[config.mk]
export PLATFORM = sky130hd
export DESIGN_NAME = uart_rx_param
export DESIGN_NICKNAME = d
export VERILOG_FILES = /design/src/rtl/uart_rx_param.sv
export SDC_FILE = /design/constraint.sdc
export NUM_CORES = 1
export LEC_CHECK = 0
export CORE_UTILIZATION = 59
export DETAILED_ROUTE_END_ITERATION = 10
export GPL_ROUTABILITY_DRIVEN = 0
export GPL_TIMING_DRIVEN = 0
export PLACE_DENSITY = 0.84
export SYNTH_ARGS = -nofsm -noshare
export SYNTH_HDL_FRONTEND = slang
export SYNTH_SLANG_ARGS = --single-unit
export TNS_END_PERCENT = 30
[constraint.sdc]
create_clock -name clk -period 4.7 [get_ports clk]
set_clock_uncertainty 0.15 [all_clocks]
set_input_delay 0.94 -clock clk [delete_from_list [all_inputs] [get_ports clk]]
set_output_delay 0.94 -clock clk [all_outputs]
set_load 0.005 [all_outputs]
[src/rtl/uart_rx_param.sv]
// UART receiver with configurable bit period, word width, parity and stop bits.
// The line is synchronized and each bit is sampled near its centre. Completed
// words sit in a valid/ready holding register. If a word completes while the
// previous one is still unread, the new word is dropped and overrun pulses.
module uart_rx_param #(
  parameter int unsigned CLKS_PER_BIT = 16'd100,
  parameter int unsigned DATA_BITS    = 8,
  parameter int unsigned PARITY       = 0,
  parameter int unsigned STOP_BITS    = 1
) (
  input  logic                 clk,
  input  logic                 rst_n,
  input  logic                 rx_serial,
  output logic [DATA_BITS-1:0] rx_data,
  output logic                 rx_valid,
  input  logic                 rx_ready,
  output logic                 parity_err,
  output logic                 frame_err,
  output logic                 overrun
);

  localparam logic [2:0] StIdle  = 3'd0;
  localparam logic [2:0] StStart = 3'd1;
  localparam logic [2:0] StData  = 3'd2;
  localparam logic [2:0] StPar   = 3'd3;
  localparam logic [2:0] StStop  = 3'd4;

  localparam logic [15:0] BitMax   = 16'(CLKS_PER_BIT - 1);
  localparam logic [15:0] HalfMax  = 16'((CLKS_PER_BIT / 2) - 1);
  localparam logic [3:0]  LastData = 4'(DATA_BITS - 1);
  localparam logic [3:0]  LastStop = 4'(STOP_BITS - 1);

  logic                 r_sync1, r_sync2, r_prev;
  logic [2:0]           r_state, w_state_d;
  logic [15:0]          r_clk_cnt, w_clk_cnt_d;
  logic [3:0]           r_bit_cnt, w_bit_cnt_d;
  logic [DATA_BITS-1:0] r_shift, w_shift_d;
  logic                 r_par_bit, w_par_bit_d;
  logic                 r_ferr_acc, w_ferr_acc_d;
  logic                 r_done, w_done_d;
  logic [DATA_BITS-1:0] r_data;
  logic                 r_valid, r_perr, r_ferr, r_overrun;
  logic                 w_par_xor, w_perr_new;

  // Two-flop synchronizer plus the previous synchronized level for edge detect.
  // r_prev only reads 1 once the line has really been high, which holds off
  // a restart after a break until the line returns to idle.
  always_ff @(posedge clk or negedge rst_n) begin
    if (!rst_n) begin
      r_sync1 <= 1'b1;
      r_sync2 <= 1'b1;
      r_prev  <= 1'b1;
    end else begin
      r_sync1 <= rx_serial;
      r_sync2 <= r_sync1;
      r_prev  <= r_sync2;
    end
  end

  // Receive FSM next-state: bit timing, sampling and frame assembly.
  always_comb begin
    w_state_d    = r_state;
    w_clk_cnt_d  = r_clk_cnt + 16'd1;
    w_bit_cnt_d  = r_bit_cnt;
    w_shift_d    = r_shift;
    w_par_bit_d  = r_par_bit;
    w_ferr_acc_d = r_ferr_acc;
    w_done_d     = 1'b0;
    case (r_state)
      StIdle: begin
        w_clk_cnt_d = 16'd0;
        if (r_prev && !r_sync2) begin
          w_state_d    = StStart;
          w_bit_cnt_d  = 4'd0;
          w_ferr_acc_d = 1'b0;
          w_par_bit_d  = 1'b0;
        end
      end
      StStart: begin
        if (r_clk_cnt == HalfMax) begin
          w_clk_cnt_d = 16'd0;
          // A high sample at mid-start is a glitch, not a frame.
          w_state_d   = r_sync2 ? StIdle : StData;
        end
      end
      StData: begin
        if (r_clk_cnt == BitMax) begin
          w_clk_cnt_d = 16'd0;
          w_shift_d   = {r_sync2, r_shift[DATA_BITS-1:1]};
          if (r_bit_cnt == LastData) begin
            w_bit_cnt_d = 4'd0;
            w_state_d   = (PARITY != 0) ? StPar : StStop;
          end else begin
            w_bit_cnt_d = r_bit_cnt + 4'd1;
          end
        end
      end
      StPar: begin
        if (r_clk_cnt == BitMax) begin
          w_clk_cnt_d = 16'd0;
          w_par_bit_d = r_sync2;
          w_state_d   = StStop;
        end
      end
      StStop: begin
        if (r_clk_cnt == BitMax) begin
          w_clk_cnt_d = 16'd0;
          if (!r_sync2) w_ferr_acc_d = 1'b1;
          if (r_bit_cnt == LastStop) begin
            w_bit_cnt_d = 4'd0;
            w_state_d   = StIdle;
            w_done_d    = 1'b1;
          end else begin
            w_bit_cnt_d = r_bit_cnt + 4'd1;
          end
        end
      end
      default: begin
        w_state_d   = StIdle;
        w_clk_cnt_d = 16'd0;
      end
    endcase
  end

  // Receive FSM state registers.
  always_ff @(posedge clk or negedge rst_n) begin
    if (!rst_n) begin
      r_state    <= StIdle;
      r_clk_cnt  <= 16'd0;
      r_bit_cnt  <= 4'd0;
      r_shift    <= '0;
      r_par_bit  <= 1'b0;
      r_ferr_acc <= 1'b0;
      r_done     <= 1'b0;
    end else begin
      r_state    <= w_state_d;
      r_clk_cnt  <= w_clk_cnt_d;
      r_bit_cnt  <= w_bit_cnt_d;
      r_shift    <= w_shift_d;
      r_par_bit  <= w_par_bit_d;
      r_ferr_acc <= w_ferr_acc_d;
      r_done     <= w_done_d;
    end
  end

  // Odd parity wants the total XOR at 1, even wants it at 0.
  always_comb begin
    w_par_xor = (^r_shift) ^ r_par_bit;
    if (PARITY == 1)      w_perr_new = ~w_par_xor;
    else if (PARITY == 2) w_perr_new = w_par_xor;
    else                  w_perr_new = 1'b0;
  end

  // Output holding register with valid/ready handshake and overrun detection.
  always_ff @(posedge clk or negedge rst_n) begin
    if (!rst_n) begin
      r_data    <= '0;
      r_valid   <= 1'b0;
      r_perr    <= 1'b0;
      r_ferr    <= 1'b0;
      r_overrun <= 1'b0;
    end else begin
      r_overrun <= 1'b0;
      if (r_done && (!r_valid || rx_ready)) begin
        r_data  <= r_shift;
        r_perr  <= w_perr_new;
        r_ferr  <= r_ferr_acc;
        r_valid <= 1'b1;
      end else if (r_done) begin
        r_overrun <= 1'b1;
      end else if (r_valid && rx_ready) begin
        r_valid <= 1'b0;
      end
    end
  end

  assign rx_data    = r_data;
  assign rx_valid   = r_valid;
  assign parity_err = r_perr;
  assign frame_err  = r_ferr;
  assign overrun    = r_overrun;

endmodule

==> load_flow_metrics.sql <==
INSERT INTO impl_metrics (metric_group, metric, value, unit) VALUES
('global_route', 'first_global_vias', '1503', ''),
('timing', 'maxSlewViolCount', '0', ''),
('timing', 'final_period_minus_worst_setup_slack', '2.260', 'ns'),
('timing', 'setup_violations', '0', ''),
('critical_path', 'critical_path_class', 'reg2out', ''),
('floorplanning', 'num_io_pins', '16', ''),
('critical_path', 'r2r_slack', '2.50', 'ns'),
('job', 'number_of_max_cap_violations', '0', ''),
('critical_path', 'cpMaxStageDelayCell', 'sky130_fd_sc_hd__clkdlybuf4s50_1', ''),
('floorplanning', 'fp.coreArea', '3468', 'um^2'),
('clock_network', 'cts-resized-gates', '0', ''),
('power_and_ir_drop', 'vdd_drop_max', '311.7', 'uV'),
('critical_path', 'reg2regPathDepth', '6', ''),
('yosys', 'synth_top_area_share', '49.80', '%'),
('detailed_routing', 'drcViolationCount', '0', ''),
('critical_path', 'arrival', '1.17', 'ns'),
('detailed_routing', 'vias', '1433', ''),
('yosys', 'synth-main-ff-cell', 'sky130_fd_sc_hd__dfrtp_1', ''),
('yosys', 'yosys_register_bits', '47', ''),
('critical_path', 'critical_path.startpoint_type', 'flop', ''),
('floorplanning', 'rows', '21', ''),
('power_and_ir_drop', 'static-leakage-power', '1.194', 'nW'),
('yosys', 'synthesis.yosys.warnings', '0', ''),
('global_route', 'total_congestion_overflow_after_global_routing', '0', ''),
('detailed_routing', 'ratio_of_routed_vias_to_standard_cells', '5.554', ''),
('global_route', 'grt_pass1_wl', '6.541', 'mm'),
('yosys', 'synth.cells.most_frequent', 'sky130_fd_sc_hd__dfrtp_1, sky130_fd_sc_hd__nor2_1, sky130_fd_sc_hd__mux2_2', ''),
('yosys', 'synth.area.top_cells', 'sky130_fd_sc_hd__dfrtp_1, sky130_fd_sc_hd__mux2_2, sky130_fd_sc_hd__dfstp_2, sky130_fd_sc_hd__nor2_1, sky130_fd_sc_hd__xor2_1', ''),
('timing', 'max_slew.worst_pin.slew', '0.5366', 'ns'),
('critical_path', 'timing.rr.end', 'r_bit_cnt[0]', ''),
('power_and_ir_drop', 'power.density_cell_area', '399.5', 'nW/um^2'),
('floorplanning', 'starting_density_of_the_core', '63.74', '%'),
('place', 'place.port_buffers', '14', ''),
('timing', 'timing.final.crit_share', '48.10', '%'),
('clock_network', 'worst_setup_hold_path_clk_slew', '0.08', 'ns'),
('floorplanning', 'floorplan.die.height', '63.22', 'um'),
('place', 'pre_cts_slack', '2.180', 'ns'),
('outcome', 'run_status', 'completed', ''),
('critical_path', 'cp.required', '3.61', 'ns'),
('clock_network', 'tritoncts', 'yes', ''),
('global_route', 'grt_antenna_before_repair', '0', ''),
('floorplanning', 'horiz_die_dim', '63.22', 'um'),
('critical_path', 'timing.critical_path.to_type', 'output pin', ''),
('timing', 'slew_headroom', '64.15', '%'),
('global_route', 'grt_start_max_net_pins', '39', ''),
('yosys', 'post_synth_num_cell_types', '43', ''),
('worst_hold_path', 'min_path_type', 'reg2reg', ''),
('finish', 'finalNetCount', '219', ''),
('critical_path', 'worst_path_largest_cell_delay', '0.50', 'ns'),
('yosys', 'netlist_instances', '189', ''),
('timing', 'totalNegativeSetupSlack', '0', 'ns'),
('place', 'post_dp_hpwl', '2.659', 'mm'),
('detailed_routing', 'drt_pre_antenna_iters', '4', ''),
('finish', 'post_route_cells_drive_above_1_share', '22.17', '%'),
('finish', 'area_growth_syn_to_layout', '14.94', '%'),
('detailed_routing', 'ant_nets', '0', ''),
('clock_network', 'cts.hold.buffers_added', '0', ''),
('clock_network', 'clock_insertion_delay_worst_skew', '0.30', 'ns'),
('yosys', 'synth-edff-count', '0', ''),
('critical_path', 'cp-endpoint', 'frame_err', ''),
('global_route', 'grt_usage', '21.13', '%'),
('detailed_routing', 'detail_route.wirelength', '3.589', 'mm'),
('floorplanning', 'design.die.area', '3996', 'um^2'),
('clock_network', 'cts_htree_levels', '2', ''),
('yosys', 'post_synth.cell_area_avg', '11.70', 'um^2'),
('timing', 'maxClockFrequency', '442.4', 'MHz'),
('yosys', 'synthesized_area', '2211', 'um^2'),
('clock_network', 'clock-root-buffer', 'sky130_fd_sc_hd__clkbuf_8', ''),
('yosys', 'synth.largest_area_cell', 'sky130_fd_sc_hd__dfrtp_1', ''),
('yosys', 'post-synth-top-count-cell', 'sky130_fd_sc_hd__dfrtp_1', ''),
('yosys', 'synth-seq-area-share', '53.37', '%');
[worst min-delay path by stage]
stage	start	end	slack, ns	cells past startpoint
2_1_floorplan	r_sync1	r_sync2	0.20	0
6_report	r_sync1	r_sync2	0.21	0
5_1_grt	r_sync1	r_sync2	0.22	0
3_5_place_dp	r_sync1	r_sync2	0.20	0
3_3_place_gp	r_sync1	r_sync2	0.20	0
4_1_cts	r_sync1	r_sync2	0.21	0
[flip-flops by register name, indices dropped and copies added, names as in the netlist, 3 cells and up]
signal	count
r_bit_cnt	4
r_clk_cnt	16
r_shift	8
r_state	3
rx_data	8
[kinds of logic (layout without fill, tap and decap cells)]
kind of cell	count (synthesis)	count (layout)	synth area share [%]
xor+xnor	14	14	5.546
compound gates	17	17	6.112
buf+inv	13	36	3.112
mux	20	20	10.47
other cells	1	1	0.1696
flops	47	47	53.37
fa+ha+maj	4	4	2.264
simple gates	73	73	18.96
[metal layers]
layer	part of all wire, %	global-route usage, %	vias up
met4	1.2	9.091	0
met2	49	34.81	36
met3	4.5	4.891	6
met1	45	26.63	695
met5	0	0	-
li1	-	-	696
[area by class of cell]
class,count,area (um^2)
plain buffers,7,46.29
inverters,6,22.52
multi-input cells,129,962.2
well taps,46,57.56
clock buffers,6,82.58
fillers,240,927.1
clock inverters,2,35.03
repair buffers,15,155.1
flip-flops and latches,47,1180
[per-stage QoR]
| stage | total power, mW | hold slack [ns] | cells | util (%) | instance area [um^2] |
|---|---|---|---|---|---|
| final | 1.015 | 0.2104 | 258 | 73.27 | 2541 |
| after CTS | 1.019 | 0.2111 | 258 | 73.27 | 2541 |
| after floorplan | 0.6618 | 0.1952 | 189 | - | 2211 |
| after global routing | 1.074 | 0.2172 | 258 | 73.27 | 2541 |
| after detailed placement | 0.7216 | 0.1996 | 250 | 69.88 | 2424 |
| after global placement | 0.7068 | 0.1985 | 249 | 69.44 | 2409 |
[cells in the final DEF (no fill, tap or decap), types with 2 or more instances in the layout]
master and instances:
sky130_fd_sc_hd__nor2_1 20, sky130_fd_sc_hd__nor3_1 2, sky130_fd_sc_hd__nand2_1 13, sky130_fd_sc_hd__mux2_4 2
sky130_fd_sc_hd__nand4_1 3, sky130_fd_sc_hd__a31oi_1 2, sky130_fd_sc_hd__nand2b_1 3, sky130_fd_sc_hd__dfstp_2 3
sky130_fd_sc_hd__mux2_2 17, sky130_fd_sc_hd__ha_1 4, sky130_fd_sc_hd__a21oi_1 4, sky130_fd_sc_hd__buf_2 5
sky130_fd_sc_hd__and4_1 3, sky130_fd_sc_hd__nor2b_1 2, sky130_fd_sc_hd__buf_4 2, sky130_fd_sc_hd__nand3_1 7
sky130_fd_sc_hd__clkbuf_8 6, sky130_fd_sc_hd__dfrtp_1 44, sky130_fd_sc_hd__clkdlybuf4s50_1 13, sky130_fd_sc_hd__o21ai_0 3
sky130_fd_sc_hd__xor2_1 8, sky130_fd_sc_hd__inv_1 5, sky130_fd_sc_hd__and4b_1 2, sky130_fd_sc_hd__xnor2_1 6
sky130_fd_sc_hd__nor3b_1 4, sky130_fd_sc_hd__and3_1 7
[where the power goes]
| group | internal, mW | switching (mW) |
|---|---|---|
| registers | 0.433 | 0.0260 |
| logic | 0.113 | 0.143 |
| clock network | 0.172 | 0.128 |
| total | 0.718 | 0.297 |
(Power assumes the default switching activity.)
==> variant 1: new RTL, same flow settings <==
Change the parameter `DATA_BITS` from 8 to 10.
--- a/src/rtl/uart_rx_param.sv
+++ b/src/rtl/uart_rx_param.sv
@@ -5,5 +5,5 @@
 module uart_rx_param #(
   parameter int unsigned CLKS_PER_BIT = 16'd100,
-  parameter int unsigned DATA_BITS    = 8,
+  parameter int unsigned DATA_BITS    = 10,
   parameter int unsigned PARITY       = 0,
   parameter int unsigned STOP_BITS    = 1
Interface: changed (resized rx_data); port bits go from 16 to 18. No check against the original RTL was run, so the function may have changed too.
==> variant 1 against the unedited design <==
Sequential cell count grew 4; cell count grew 5.8%; power grew 4.4%; cell area grew 6.3%; hold slack is essentially flat; sequential share of layout area grew 0.97 points; count of clock-buffer cells in the layout is the same; synthesized area grew 6.2%; via count grew 8.9%; setup slack lost 0.31 ns; routed wire length grew 18%.
==> variant 1: results (changes against the unedited design) <==
| Metric | Value |
|---|---|
| DR iter-0 viols | `86 (+23%)` |
| Crit Path Class | `reg -> reg` |
| YS warnings | `0 (unchanged)` |
| DRC viols | `0 (unchanged)` |
| Total GRT Usage | `0.228 (+0.0170)` |
| Reg2reg path depth | `7 (+1)` |
| Placed instance area | `2580 sq um (+6.6%)` |
| Syn Area/Cell | `11.7 sq um (+0.33%)` |
| Pre-Repair DR Iteration Count | `4 (unchanged)` |
| Fin nets | `233 (+6.4%)` |
| Crit-path leading delay family | `simple AND/OR/NAND/NOR gates` |
| Max stage delay on crit path | `0.55 ns (+0.05 ns)` |
| Startpoint of the worst hold path | `r_sync1` |
| Layout cells sized above 1 | `0.231 (+0.00941)` |
| Port Buf Inserts | `16 (+2)` |
| Max Root-Sink Buffers | `2 (unchanged)` |
| First-pass GRT wire length | `7170 um (+9.6%)` |
| Vias/cell | `5.71 (+2.9%)` |
| Register area share after synthesis | `0.545 (+0.0116)` |
| Htree depth | `2 (unchanged)` |
| R2R Setup Slk | `2.13 ns (-0.37 ns)` |
| Min Hold Slack | `0.210 ns (-0.000257 ns)` |
| Pin count of the biggest net entering global routing | `46 (+18%)` |
| Tightest Pin Transition | `0.706 ns (+0.169 ns)` |
| Synthesized Nets | `209 (+6.1%)` |
| Hold crit path type | `reg -> reg` |
| Placed cell count | `265 (+6.0%)` |
| Worst-path clk slew | `0.09 ns` |
| Run status | `finished, final reports clean` |
| CP arrival | `2.61 ns (+1.44 ns)` |
| Via count | `1560 (+8.9%)` |
| Synth cell count leaders | `dfrtp_1, nor2_1, mux2_2, nand2_1` |
| Worst Setup EP | `r_state[2]` |
| VDD IR max | `0.263 mV (-16%)` |
| Slowest-stage cell, CP | `a32oi_1` |
| R2R Path Start | `r_bit_cnt[0]` |
| Hpwl dp | `3010 um (+13%)` |
| Max FFs per register | `16 (unchanged)` |
| Crit-path max FO | `8 (+6)` |
| Post-CTS sizing | `0 (unchanged)` |
| Synth top area cells | `dfrtp_1, mux2_2, nor2_1` |
| Sw Ratio | `0.300 (+0.00735)` |
| Lkg Pwr | `1.27 nW (+6.6%)` |
| Routed length per instance | `15.5 um (+11%)` |
| Hold Path Sink | `r_sync2` |
| Count of different cell masters after synthesis | `45 (+4.7%)` |
[variant 1: final cells by class]
class / instances / area, sq um
Sequential cell: 51 / 1280
Fill cell: 254 / 1040
Multi-Input combinational cell: 137 / 1010
Timing Repair Buffer: 17 / 175
Clock buffer: 6 / 82.6
Tap cell: 48 / 60.1
Clock inverter: 2 / 35.0
Buffer: 5 / 27.5
Inverter: 7 / 26.3
[variant 1: logic make-up (layout without fill, tap and decap cells)]
family,Yosys count,in the layout,synth area share
AND/OR/NAND/NOR,77,77,0.191
other,1,1,0.00160
adder cells (fa/ha/maj),5,5,0.0267
flip-flops,51,51,0.545
AO/OA/AOI/OAI,19,19,0.0560
buffers and inverters,12,37,0.0229
multiplexers,24,24,0.115
XOR/XNOR,11,11,0.0410
[variant 1: power groups by stage]
| stage | registers, mW | logic, mW | clock network [mW] |
|---|---|---|---|
| 2_1_floorplan | 0.502 | 0.190 | 0 |
| 3_3_place_gp | 0.508 | 0.228 | 0 |
| 3_5_place_dp | 0.512 | 0.248 | 0 |
| 4_1_cts | 0.504 | 0.249 | 0.315 |
| 5_1_grt | 0.510 | 0.280 | 0.329 |
| 6_report | 0.505 | 0.248 | 0.307 |
[variant 1: per-stage QoR]
stage	total power, mW	setup slack, ns
final	1.06	2.13
after global routing	1.12	2.01
after CTS	1.07	2.18
after detailed placement	0.760	1.94
after global placement	0.736	1.25
after floorplan	0.692	2.35
[variant 1: routing by layer]
metal | part of all wire | vias up | GRT usage
met4 | 0.016 | 0 | 0.0788
met2 | 0.53 | 36 | 0.396
li1 | - | 746 | -
met5 | 0 | - | 0
met3 | 0.036 | 9 | 0.0634
met1 | 0.42 | 769 | 0.272
==> variant 2: new RTL, same settings <==
Made on the original files. Put one more register stage on the output `parity_err`, with the module's reset. The value now appears one clock later. The other outputs are not delayed to match.
--- a/src/rtl/uart_rx_param.sv
+++ b/src/rtl/uart_rx_param.sv
@@ -177,5 +177,11 @@
   assign rx_data    = r_data;
   assign rx_valid   = r_valid;
-  assign parity_err = r_perr;
+  always_ff @(posedge clk or negedge rst_n) begin
+    if (!rst_n) begin
+      parity_err <= '0;
+    end else begin
+      parity_err <= r_perr;
+    end
+  end
   assign frame_err  = r_ferr;
   assign overrun    = r_overrun;
Formal check against the unedited RTL: no difference found for any inputs over 10 cycles, from zero or initial values and one cycle with rst_n low; that may be too few to reach the edited logic, so the function may still have changed.
==> variant 2 against the unedited design <==
Setup slack worse by 0.052 ns; clock power shrank 22%; largest power group unchanged; routed wire length grew 4.9%; sequential cell count unchanged; critical path depth up 5; cell area fell by 1.6%; power shrank 7.0%; sequential share of layout area grew 0.77 points; highest routed layer unchanged; synthesized cell count is 2.6% higher; via count increased by 4.1%; first-iteration DRC count fell by 5.7%; synthesized area fell by 0.57%; die area fell by 0.55%.
==> variant 2: results (changes against the unedited design) <==
| Metric | Value |
|---|---|
| Async set or reset register ratio after synthesis | `1.00 (unchanged)` |
| YS warnings | `0 (unchanged)` |
| Worst-path clk slew | `0.08 ns (about the same)` |
| Vias in the first global route | `1561 (+3.9%)` |
| Run status | `finished, final reports clean` |
| Crit-path max FO | `5 (+3)` |
| Layout cells sized above 1 | `0.194 (-0.0281)` |
| DR iter-0 viols | `66 (-5.7%)` |
| First-pass GRT wire length | `6710 um (+2.6%)` |
| Initial antenna violation count | `0 (unchanged)` |
| Pre-Repair DR Iteration Count | `4 (unchanged)` |
| Hpwl dp | `2770 um (+4.2%)` |
| Root buffer cell | `clkbuf_8` |
| Tightest Pin Transition | `0.574 ns (+0.0378 ns)` |
| Max FFs per register | `16 (unchanged)` |
| Sw Pwr | `0.305 mW (+2.6%)` |
| Htree depth | `2 (unchanged)` |
| Synthesized Nets | `202 (+2.5%)` |
| Lkg Pwr | `1.11 nW (-6.7%)` |
| Clk_lat worst skew | `0.30 ns (about the same)` |
| Pin count of the biggest net entering global routing | `36 (-7.7%)` |
| Synth cell count leaders | `dfrtp_1, nor2_1, nand2_1, mux2_2, inv_1` |
| Max Root-Sink Buffers | `2 (unchanged)` |
| Fin nets | `224 (+2.3%)` |
| Setup repair bufs after CTS | `0 (unchanged)` |
| Hold crit path type | `reg -> reg` |
| Final Setup Violations | `0 (unchanged)` |
| Num CTS Buffers | `5 (unchanged)` |
| Count of different cell masters after synthesis | `46 (+7.0%)` |
| Filler cell count | `232 (-3.3%)` |
| Synth top area cells | `dfrtp_1, mux2_2, dfstp_2` |
| Post-CTS sizing | `0 (unchanged)` |
| Placed instance area | `2410 sq um (-0.52%)` |
| Largest Register | `r_clk_cnt` |
| Register area share after synthesis | `0.537 (+0.00304)` |
| Port Buf Inserts | `14 (unchanged)` |
| Final std cells w/o fill | `263 (+1.9%)` |
| Total GRT Usage | `0.225 (+0.0135)` |
| Routed length per instance | `14.3 um (+2.9%)` |
| Vias/cell | `5.67 (+2.1%)` |
| Diode count | `0 (unchanged)` |
| Syn Area/Cell | `11.3 sq um (-3.1%)` |
| CP arrival | `2.35 ns (+1.18 ns)` |
| VDD IR max | `0.219 mV (-30%)` |
==> variant 2: cell count changes in the layout (fill, tap and decap cells not counted), moves of 3 or more <==
cell and change:
nand2_1 +4, inv_1 +4, and3_1 -5, xor2_1 -3
nor3_1 +4
==> variant 2: through the flow <==
| stage | hold slack, ns | setup slack [ns] | utilization | power [mW] |
|---|---|---|---|---|
| after floorplan | 0.195 | 2.65 | - | 0.659 |
| after global placement | 0.197 | 1.42 | 0.696 | 0.701 |
| after detailed placement | 0.200 | 2.19 | 0.700 | 0.718 |
| after CTS | 0.212 | 2.40 | 0.726 | 0.953 |
| after global routing | 0.213 | 2.27 | 0.726 | 1.01 |
| final | 0.211 | 2.39 | 0.726 | 0.944 |
==> variant 2: critical path: stages, from the launching register on <==
cell     delay, ns
dfrtp_1       0.42
ha_1          0.27
and4b_1       0.25
nand4_2       0.22
o22ai_1       0.27
and3_2        0.29
mux2_1        0.33
==> variant 2: power groups by stage <==
stage | combinational (mW) | sequential [mW] | clock, mW
floorplan | 0.198 | 0.460 | 0
global placement | 0.237 | 0.463 | 0
detailed placement | 0.252 | 0.466 | 0
CTS | 0.252 | 0.458 | 0.243
global route | 0.284 | 0.461 | 0.260
finish | 0.252 | 0.458 | 0.235
==> variant 2: cell families after synthesis <==
| kind of cell | count (synthesis) | share of synthesized area |
|---|---|---|
| AO/OA/AOI/OAI | 19 | 0.0581 |
| XOR/XNOR | 12 | 0.0478 |
| adder cells (fa/ha/maj) | 4 | 0.0228 |
| buffers and inverters | 14 | 0.0268 |
| flip-flops | 47 | 0.537 |
| multiplexers | 20 | 0.103 |
| other | 1 | 0.00171 |
| AND/OR/NAND/NOR | 77 | 0.203 |
==> variant 2: cell type report <==
class,count,share of cell area
clock inverter,3,0.00801
multi-input combinational,133,0.384
sequential,47,0.472
buffer,5,0.0100
inverter,9,0.0135
timing repair buffer,15,0.0621
clock buffer,5,0.0275
tap,46,0.0230
==> variant 2: layer usage <==
metal  track usage  wire (um)  vias up
met4         0.125         75        0
met1         0.253       1600      716
met2         0.398       1960       47
li1              -          -      720
met3        0.0401        122        9
met5             0          0        -
==> variant 2: path summary, 6_finish.rpt <==
| check | slack, ns | cells after the start | end | from |
|---|---|---|---|---|
| setup / recovery | 2.39 | 6 | r_bit_cnt[0] | r_clk_cnt[0] |
| min in group asynchronous | 0.37 | 1 | rx_data[5] | rst_n |
| setup reg to reg | 2.39 | 6 | r_bit_cnt[0] | r_clk_cnt[0] |
| hold reg to reg | 0.21 | 0 | r_sync2 | r_sync1 |
| hold / removal | 0.21 | 0 | r_sync2 | r_sync1 |
| max in group asynchronous | 3.49 | 2 | r_sync2 | rst_n |
